File: config.mk
export PLATFORM = sky130hd
export DESIGN_NAME = count_scheduler
export DESIGN_NICKNAME = d
export VERILOG_FILES = /design/src/rtl/count_scheduler.sv
export SDC_FILE = /design/constraint.sdc
export NUM_CORES = 1
export LEC_CHECK = 0
export CAP_MARGIN = 10
export CORE_MARGIN = 5
export CORE_UTILIZATION = 45
export CTS_CLUSTER_SIZE = 14
export DETAILED_ROUTE_END_ITERATION = 7
export DONT_BUFFER_PORTS = 1
export PLACE_DENSITY = 0.63
export SYNTH_ARGS = -nofsm -noshare
export SYNTH_HDL_FRONTEND = slang
export SYNTH_SLANG_ARGS = --single-unit
export TNS_END_PERCENT = 1
File: constraint.sdc
create_clock -name clk -period 1.1 [get_ports clk]
set_clock_uncertainty 0.05 [all_clocks]
set_input_delay 0.22 -clock clk [delete_from_list [all_inputs] [get_ports clk]]
set_output_delay 0.22 -clock clk [all_outputs]
set_load 0.02 [all_outputs]
File: src/rtl/count_scheduler.sv
// rtl/count_scheduler.sv - two-requester round-robin owner of a shared up-counter
module count_scheduler #(
    parameter int WIDTH = 3
) (
    input  logic             clk,
    input  logic             rst,
    input  logic             req0,
    input  logic [WIDTH-1:0] len0,
    input  logic             req1,
    input  logic [WIDTH-1:0] len1,
    output logic             gnt0,
    output logic             gnt1,
    output logic             done0,
    output logic             done1,
    output logic             busy,
    output logic [WIDTH-1:0] out
);

    typedef enum logic [1:0] {IDLE, RUN, GAP} state_t;

    state_t           state;
    logic [WIDTH-1:0] len_q;
    logic             last;

    always_ff @(posedge clk) begin
        if (rst) begin
            state <= IDLE;
            gnt0  <= 1'b0;
            gnt1  <= 1'b0;
            done0 <= 1'b0;
            done1 <= 1'b0;
            busy  <= 1'b0;
            out   <= '0;
            len_q <= '0;
            last  <= 1'b1;
        end else begin
            case (state)
                IDLE: begin
                    // requester 0 wins unless requester 1 also asks and 0 was served last
                    if (req0 && (!req1 || last)) begin
                        state <= RUN;
                        gnt0  <= 1'b1;
                        busy  <= 1'b1;
                        out   <= '0;
                        len_q <= len0;
                        last  <= 1'b0;
                    end else if (req1) begin
                        state <= RUN;
                        gnt1  <= 1'b1;
                        busy  <= 1'b1;
                        out   <= '0;
                        len_q <= len1;
                        last  <= 1'b1;
                    end
                end
                RUN: begin
                    if (out == len_q) begin
                        state <= GAP;
                        done0 <= gnt0;
                        done1 <= gnt1;
                        gnt0  <= 1'b0;
                        gnt1  <= 1'b0;
                        out   <= '0;
                    end else begin
                        out <= out + WIDTH'(1);
                    end
                end
                GAP: begin
                    state <= IDLE;
                    done0 <= 1'b0;
                    done1 <= 1'b0;
                    busy  <= 1'b0;
                end
                default: state <= IDLE;
            endcase
        end
    end

endmodule

==> results of run 1 <==
metrics by stage:
stage | hold WS (ns) | power [mW] | cells
global placement | 0.2360 | 1.143 | 112
finish | -0.06097 | 1.529 | 116
global route | -0.08418 | 1.630 | 116
floorplan | 0.2416 | 0.9890 | 81
CTS | -0.07243 | 1.535 | 116
detailed placement | 0.2360 | 1.152 | 112
how the worst max path moves through the flow:
stage | end | slack (ns) | depth (start not counted)
after floorplan | gnt1 | -0.08 | 3
after global placement | gnt1 | -0.16 | 3
after detailed placement | gnt1 | -0.18 | 3
after CTS | state[1] | -0.17 | 3
after global routing | state[1] | -0.24 | 3
final | gnt1 | -0.17 | 3
Yosys cell counts, types with 2 or more instances:
| library cell | count | area share (%) |
|---|---|---|
| nor2b_1 | 3 | 2.5 |
| nand2b_1 | 7 | 5.8 |
| a311oi_1 | 3 | 3.5 |
| nand2_1 | 4 | 2.0 |
| xor2_2 | 3 | 6.4 |
| nand3_1 | 5 | 3.3 |
| dfxtp_1 | 14 | 37 |
| o21ai_0 | 4 | 2.6 |
| inv_1 | 4 | 2.0 |
| a21oi_1 | 9 | 5.9 |
| o2bb2ai_1 | 2 | 2.3 |
| o41ai_1 | 3 | 3.5 |
cells by family (layout without fill, tap and decap cells):
| kind of cell | Yosys count | after routing |
|---|---|---|
| adders and majority gates | 1 | 1 |
| and+or+nand+nor | 27 | 27 |
| AOI/OAI and AO/OA | 29 | 29 |
| xor gates and xnor gates | 3 | 3 |
| buffers and inverters | 7 | 26 |
| DFF | 14 | 14 |
cell type report:
cell class | instances | area [um2] | share of cell area [%]
clock buffers | 4 | 36.28 | 3.585
inverters | 4 | 15.01 | 1.483
multi-input cells | 60 | 494.2 | 48.83
flip-flops and latches | 14 | 296.5 | 29.30
well taps | 16 | 20.02 | 1.978
repair buffers | 18 | 150.1 | 14.83
registers in the layout, summed over array words and instances, names as in the netlist:
signal / flops
gnt1: 1
gnt0: 1
out: 3
done1: 1
busy: 1
done0: 1
last: 1
state: 2
len_q: 3
power by group through the flow:
stage,combinational [mW],clock [mW],sequential [mW]
after floorplan,0.308,0,0.681
after CTS,0.492,0.387,0.657
after global routing,0.548,0.413,0.669
final,0.494,0.375,0.660
after detailed placement,0.484,0,0.668
after global placement,0.478,0,0.665
per-layer routing:
layer | GRT usage, % | up-vias | share of wire [%]
li1 | - | 340 | -
met1 | 18.79 | 304 | 47
met2 | 22.96 | 17 | 46
met3 | 4.942 | 2 | 5.8
met4 | 5.830 | 0 | 1.2
met5 | 0 | - | 0
what timing repair did:
action | in CTS | in global routing
gates resized for setup | 8 | 3
hold endpoints to repair | 10 | 10
endpoints found under the setup margin | 16 | 18
pin swaps | 1 | 1
==> impl_metrics.py, run 1 <==
metrics = {
    "power": {
        "irDropWorstVdd_v": 0.0009725,
        "seqPwrFrac_pct": 43.1,
        "internal_power_mw": 1.020,
        "power.density_nw_per_um2": 1511,
        "p_leak_nw": 0.3855,
        "comb_power_share_pct": 32.3,
        "power.switching_uw": 509.4,
        "sw_frac_of_total_pct": 33.30,
        "clockPowerShare_pct": 24.5,
    },
    "placed_design": {
        "place.gp.congestion": 0.8037,
        "dp_worst_setup_slack_ns": -0.1809,
        "dpl_cell_area_um2": 944.7,
        "port_buffers": 0,
        "dpl.hpwl_mm": 1.323,
    },
    "cells_and_area": {
        "fin_area_um2": 1012,
        "final_cell_mix": "buf_4, a21oi_1, dfxtp_1",
        "drive_above_1_share_pct": 40.00,
        "fill_cells": 130,
        "final_util_pct": 64.93,
        "final_common_cell": "buf_4",
        "diodes": 0,
        "area_growth_pct": 33.06,
        "layout.nets": 112,
    },
    "die": {
        "design.core.area_um2": 1559,
        "start_util_pct": 48.80,
        "core.rowCount": 14,
        "die_area_um2": 2613,
        "die_x_um": 51.12,
        "num_io_pins": 18,
        "fp.dieH_um": 51.12,
    },
    "setup_path": {
        "path_class": "reg2reg",
        "r2r_start": "len_q[0]",
        "crit_slowest_cell": "nor4_4",
        "startpoint": "len_q[0]",
        "start_kind": "register",
        "rr_endpoint": "gnt1",
        "crit_path_max_fanout": 6,
        "rr_worst_depth": 3,
        "endpoint_kind": "register",
        "cp.arrival_ns": 1.38,
        "worst-endpoint-required_ns": 1.21,
        "slowest_delay_ns": 0.41,
        "critPathBufInv": 0,
        "regToRegSetupSlack_ns": -0.17,
        "path_cells": "xor2_4 > nor4_4 > o22ai_1",
        "crit_family": "simple AND/OR/NAND/NOR gates",
    },
    "min_path": {
        "hp-class": "in2reg",
        "hold_path_end": "state[0]",
        "min_path_cells": 1,
        "hp-start": "rst",
    },
    "grt": {
        "grt_max_degree": 18,
        "grt_usage_pct": 14.77,
        "grt_pass1_vias": 644,
        "grt.overflow.total": 0,
        "grt_pass1_wl_mm": 2.932,
        "antenna_found_initial": 0,
    },
    "clocking": {
        "ctsLongestPathBuffers": 2,
        "postCtsSetupBuffers": 0,
        "cts_tree": "built",
        "cts_max_level": 1,
        "root_buffer": "clkbuf_4",
        "clock-sinks": 14,
        "clock_latency_ns": 0.28,
        "cts.clk_slew.worst_paths_ns": 0.09,
        "numCtsBuffers": 3,
    },
    "run": {
        "maxCapViolations": 0,
    },
    "logic_synthesis": {
        "ys_ff_latch": 14,
        "async_reset_ff_share_pct": 0,
        "syn_area_per_cell_um2": 9.392,
        "synth_xor_area_share_pct": 6.414,
        "synth_cells": 81,
        "synthAdderAreaFrac_pct": 1.645,
        "synth_edf_count": 0,
        "ys_warn_count": 0,
        "synth-seq-area-share_pct": 36.84,
        "synth_cell_type_count": 32,
        "syn_area_um2": 760.7,
        "yosys_most_used_dff": "dfxtp_1",
        "synth_top_family_by_area": "compound AO/OA/AOI/OAI gates",
        "synthSimpleGateAreaFrac_pct": 23.36,
        "syn_nets": 92,
        "synthMuxAreaShare_pct": 0,
        "synth-compound-area-share_pct": 26.81,
    },
    "drt": {
        "detail-route-antenna-nets": 0,
        "wirelength_mm": 1.693,
        "vias_per_cell": 5.716,
        "drt-initial-drc-count": 8,
        "drc": 0,
        "drt_pass1_iterations": 4,
        "vias": 663,
        "wl_per_cell_um": 14.59,
    },
    "timing": {
        "clock.fmax_mhz": 786.9,
        "fin_setup_tns_ns": -1.317,
        "hold_violations": 10,
        "worst_slew_margin_rel_pct": 76.50,
        "layout_min_cycle_time_ns": 1.271,
        "rsz0062_at_grt": "yes",
        "worst_hold_slack_ns": -0.06097,
        "tightest_slew_ns": 0.3499,
        "drv_slew": 0,
        "setup_viol": 13,
        "min_period_over_period_pct": 115.5,
        "fin_ws_ns": -0.1708,
    },
    "status": {
        "violations": "negative hold slack, negative setup slack",
        "status": "complete, but fails checks",
    },
}
(Power assumes the default switching activity.)
==> inputs of run 2 (changes only) <==
- RECOVER_POWER: unset -> 100
==> run 2 against run 1 <==
  * The run still ends with negative hold slack, negative setup slack left
  * First-iteration DRC count unchanged
  * Clock power about the same
  * Wire length unchanged
  * Core utilization down 0.16 points
  * Combinational power about the same
  * Register-to-register slack about the same
==> impl_metrics.py, run 2 (synthesis results as in run 1) <==
metrics = {
    "status": {
        "violations": "negative hold slack, negative setup slack",
        "status": "complete, but fails checks",
    },
    "power": {
        "p_leak_nw": 0.3856,
        "power.density_nw_per_um2": 1514,
        "irDropWorstVdd_v": 0.0009455,
    },
    "clocking": {
        "root_buffer": "clkbuf_4",
        "numCtsBuffers": 3,
        "postCtsSetupBuffers": 0,
        "clock_latency_ns": 0.28,
        "cts_tree": "built",
        "cts.clk_slew.worst_paths_ns": 0.09,
        "clock-sinks": 14,
        "cts_max_level": 1,
        "ctsLongestPathBuffers": 2,
    },
    "grt": {
        "grt_pass1_wl_mm": 2.932,
        "antenna_found_initial": 0,
        "grt_pass1_vias": 644,
        "grt.overflow.total": 0,
        "grt_usage_pct": 14.77,
        "grt_max_degree": 18,
    },
    "setup_path": {
        "worst-endpoint-required_ns": 1.21,
        "rr_endpoint": "gnt1",
        "cp.arrival_ns": 1.38,
        "start_kind": "register",
        "crit_family": "simple AND/OR/NAND/NOR gates",
        "rr_worst_depth": 3,
        "slowest_delay_ns": 0.41,
        "path_class": "reg2reg",
        "critPathBufInv": 0,
        "r2r_start": "len_q[0]",
        "endpoint_kind": "register",
        "crit_path_max_fanout": 6,
        "crit_slowest_cell": "nor4_4",
        "path_cells": "xor2_4 > nor4_4 > o22ai_1",
        "regToRegSetupSlack_ns": -0.17,
    },
    "drt": {
        "detail-route-antenna-nets": 0,
        "drc": 0,
        "vias_per_cell": 5.716,
        "vias": 663,
        "drt-initial-drc-count": 8,
        "wl_per_cell_um": 14.59,
        "drt_pass1_iterations": 4,
        "wirelength_mm": 1.693,
    },
    "placed_design": {
        "place.gp.congestion": 0.8037,
        "dp_cells": 112,
        "port_buffers": 0,
        "dp_worst_setup_slack_ns": -0.1809,
        "dpl.hpwl_mm": 1.323,
    },
    "cells_and_area": {
        "final_cell_mix": "buf_4, a21oi_1, dfxtp_1",
        "top_regs": "len_q: 3 flops, out: 3 flops, state: 2 flops",
        "area_growth_pct": 32.73,
        "drive_above_1_share_pct": 40.00,
        "diodes": 0,
        "final_common_cell": "buf_4",
        "final_cells": 116,
        "layout.nets": 112,
    },
    "timing": {
        "min_period_over_period_pct": 115.5,
        "worst_slew_margin_rel_pct": 76.50,
        "tightest_slew_ns": 0.3499,
        "rsz0062_at_grt": "yes",
        "hold_violations": 10,
        "worst_hold_slack_ns": -0.06097,
        "clock.fmax_mhz": 786.9,
        "layout_min_cycle_time_ns": 1.271,
        "setup_viol": 13,
        "fin_setup_tns_ns": -1.317,
        "drv_slew": 0,
        "fin_ws_ns": -0.1708,
    },
    "die": {
        "core.rowCount": 14,
        "start_util_pct": 48.80,
        "fp.dieH_um": 51.12,
        "num_io_pins": 18,
        "die_x_um": 51.12,
        "design.core.area_um2": 1559,
        "die_area_um2": 2613,
    },
    "min_path": {
        "hold_path_end": "state[0]",
        "hp-start": "rst",
        "min_path_cells": 1,
        "hp-class": "in2reg",
    },
    "run": {
        "maxCapViolations": 0,
    },
}
run 2: power breakdown:
group | internal [mW] | switching (mW) | total (mW)
combinational | 0.248 | 0.245 | 0.493
clock | 0.201 | 0.174 | 0.375
sequential | 0.570 | 0.0900 | 0.660
total | 1.02 | 0.509 | 1.53
run 2: routing by layer:
layer  up-vias  track usage (%)  part of all wire, %
li1        340                -                    -
met1       304            18.79                   47
met2        17            22.96                   46
met3         2            4.942                  5.8
met4         0            5.830                  1.2
met5         -                0                    0
run 2: what timing repair did:
action,CTS,global route
pin swaps,1,1
gates resized for setup,8,3
endpoints found under the setup margin,16,18
hold endpoints to repair,10,10
gates cloned,0,0
run 2: final cells by class:
| class | instances | area, um2 |
|---|---|---|
| Fill cell | 131 | 549.3 |
| Multi-Input combinational cell | 60 | 494.2 |
| Sequential cell | 14 | 296.5 |
| Timing Repair Buffer | 18 | 147.6 |
| Clock buffer | 4 | 36.28 |
| Tap cell | 16 | 20.02 |
| Inverter | 4 | 15.01 |
run 2: worst max-delay path by stage:
stage               end  slack, ns  cells past startpoint      from
4_1_cts        state[1]      -0.17                      3  len_q[0]
3_5_place_dp       gnt1      -0.18                      3  state[0]
2_1_floorplan      gnt1      -0.08                      3    out[0]
6_report           gnt1      -0.17                      3  len_q[0]
3_3_place_gp       gnt1      -0.16                      3  state[0]
5_1_grt        state[1]      -0.24                      3  len_q[0]
run 2: per-stage QoR:
step	cell area, um2	hold slack (ns)	utilization, %	total power, mW
2_1_floorplan	812.0	0.2416	-	0.9890
4_1_cts	999.7	-0.07243	64.13	1.535
5_1_grt	1010	-0.08418	64.77	1.629
3_3_place_gp	944.7	0.2360	60.59	1.143
6_report	1010	-0.06097	64.77	1.528
3_5_place_dp	944.7	0.2360	60.59	1.152
==> inputs of run 3 (changes only) <==
- CTS_BUF_LIST: unset -> sky130_fd_sc_hd__clkbuf_16
==> run 3 against run 2 <==
  * The flow still finishes with violations (negative hold slack, negative setup slack)
  * Cell area rose by 2.7%
  * Non-clock buffer count is the same
  * Fmax grew 2.0%
  * Register-to-register slack better by 0.03 ns
  * Clock-buffer cell count down 1
  * Hold slack better by 0.042 ns
  * Global-route usage grew 1.3 points
  * Critical endpoint unchanged
==> impl_metrics.py, run 3 (synthesis results as in run 1) <==
metrics = {
    "drt": {
        "drc": 0,
        "vias": 654,
        "drt_pass1_iterations": 4,
        "wirelength_mm": 1.764,
        "vias_per_cell": 5.638,
        "drt-initial-drc-count": 4,
        "detail-route-antenna-nets": 0,
        "wl_per_cell_um": 15.21,
    },
    "cells_and_area": {
        "final_util_pct": 66.53,
        "area_growth_pct": 36.35,
        "final_cells": 116,
        "final_cell_mix": "buf_4, a21oi_1, dfxtp_1",
        "top_regs": "len_q: 3 flops, out: 3 flops, state: 2 flops",
        "drive_above_1_share_pct": 39.00,
        "layout.nets": 112,
        "final_common_cell": "buf_4",
        "diodes": 0,
    },
    "clocking": {
        "clock_latency_ns": 0.25,
        "cts.clk_slew.worst_paths_ns": 0.05,
        "postCtsSetupBuffers": 0,
        "cts_tree": "built",
        "ctsLongestPathBuffers": 2,
        "root_buffer": "clkbuf_16",
        "clock-sinks": 14,
        "numCtsBuffers": 3,
        "cts_max_level": 1,
    },
    "placed_design": {
        "dpl.hpwl_mm": 1.323,
        "dp_cells": 112,
        "dp_worst_setup_slack_ns": -0.1809,
        "port_buffers": 0,
        "place.gp.congestion": 0.8037,
    },
    "timing": {
        "drv_slew": 0,
        "fin_ws_ns": -0.1454,
        "hold_violations": 8,
        "worst_slew_margin_rel_pct": 76.08,
        "layout_min_cycle_time_ns": 1.245,
        "setup_viol": 13,
        "tightest_slew_ns": 0.3562,
        "worst_hold_slack_ns": -0.01894,
        "rsz0062_at_grt": "yes",
        "fin_setup_tns_ns": -1.103,
        "min_period_over_period_pct": 113.2,
        "clock.fmax_mhz": 803.0,
    },
    "power": {
        "comb_power_share_pct": 26.5,
        "sw_frac_of_total_pct": 30.06,
        "clockPowerShare_pct": 37.8,
        "power.density_nw_per_um2": 1791,
        "seqPwrFrac_pct": 35.8,
        "internal_power_mw": 1.300,
        "irDropWorstVdd_v": 0.001443,
        "power.switching_uw": 558.5,
        "p_leak_nw": 0.3993,
    },
    "grt": {
        "grt.overflow.total": 0,
        "grt_max_degree": 18,
        "grt_usage_pct": 16.05,
        "grt_pass1_vias": 659,
        "antenna_found_initial": 0,
        "grt_pass1_wl_mm": 3.015,
    },
    "status": {
        "status": "complete, but fails checks",
        "violations": "negative hold slack, negative setup slack",
    },
    "setup_path": {
        "crit_slowest_cell": "nor4_4",
        "crit_family": "simple AND/OR/NAND/NOR gates",
        "worst-endpoint-required_ns": 1.17,
        "cp.arrival_ns": 1.31,
        "slowest_delay_ns": 0.39,
        "path_class": "reg2reg",
        "path_cells": "xor2_4 > nor4_4 > o22ai_1",
        "critPathBufInv": 0,
        "start_kind": "register",
        "endpoint_kind": "register",
        "crit_path_max_fanout": 6,
    },
    "die": {
        "die_x_um": 51.12,
        "fp.dieH_um": 51.12,
        "core.rowCount": 14,
        "start_util_pct": 48.80,
        "num_io_pins": 18,
        "die_area_um2": 2613,
        "design.core.area_um2": 1559,
    },
    "run": {
        "maxCapViolations": 0,
    },
    "min_path": {
        "hp-class": "in2reg",
    },
}
[run 3: cell types whose count changed in the layout (fill, tap and decap cells not counted), moves of 2 or more]
cell       before  now
buf_6           4    2
clkbuf_16       0    3
clkbuf_2        0    2
clkbuf_4        3    0
[run 3: area by class of cell]
cell class / instances / area [um2]
tap: 16 / 20.02
multi-input combinational: 60 / 494.2
clock inverter: 1 / 3.754
timing repair buffer: 18 / 135.1
inverter: 4 / 15.01
clock buffer: 3 / 75.07
fill: 127 / 521.8
sequential: 14 / 294.0
[run 3: worst paths after layout]
path | from | end | slack (ns) | cells past startpoint
hold / removal | rst | state[0] | -0.02 | 1
hold reg to reg | done0 | done0 | 0.45 | 2
setup reg to reg | len_q[1] | gnt1 | -0.15 | 3
setup / recovery | len_q[1] | gnt1 | -0.15 | 3
[run 3: layer usage]
layer / global-route usage [%] / routed length (um)
met1: 18.62 / 825
met2: 23.82 / 798
met3: 6.686 / 113
met4: 11.21 / 27
met5: 0 / 0
[run 3: repair_timing]
item / in CTS / in global routing
gates cloned: 0 / 0
setup endpoints to repair: 13 / 14
hold endpoints to repair: 8 / 8
pin swaps: 2 / 3
gates resized for setup: 5 / 3
[run 3: power groups by stage]
stage	registers (mW)	clock network [mW]	logic, mW
floorplan	0.681	0	0.308
global placement	0.665	0	0.478
detailed placement	0.668	0	0.484
CTS	0.658	0.717	0.488
global route	0.674	0.738	0.542
finish	0.665	0.702	0.492
[run 3: through the flow]
step           area (um2)  hold WS (ns)  total power, mW
2_1_floorplan       812.0        0.2416           0.9890
3_3_place_gp        944.7        0.2360            1.143
3_5_place_dp        944.7        0.2360            1.152
4_1_cts              1035      -0.02606            1.863
5_1_grt              1037      -0.02900            1.954
6_report             1037      -0.01894            1.858
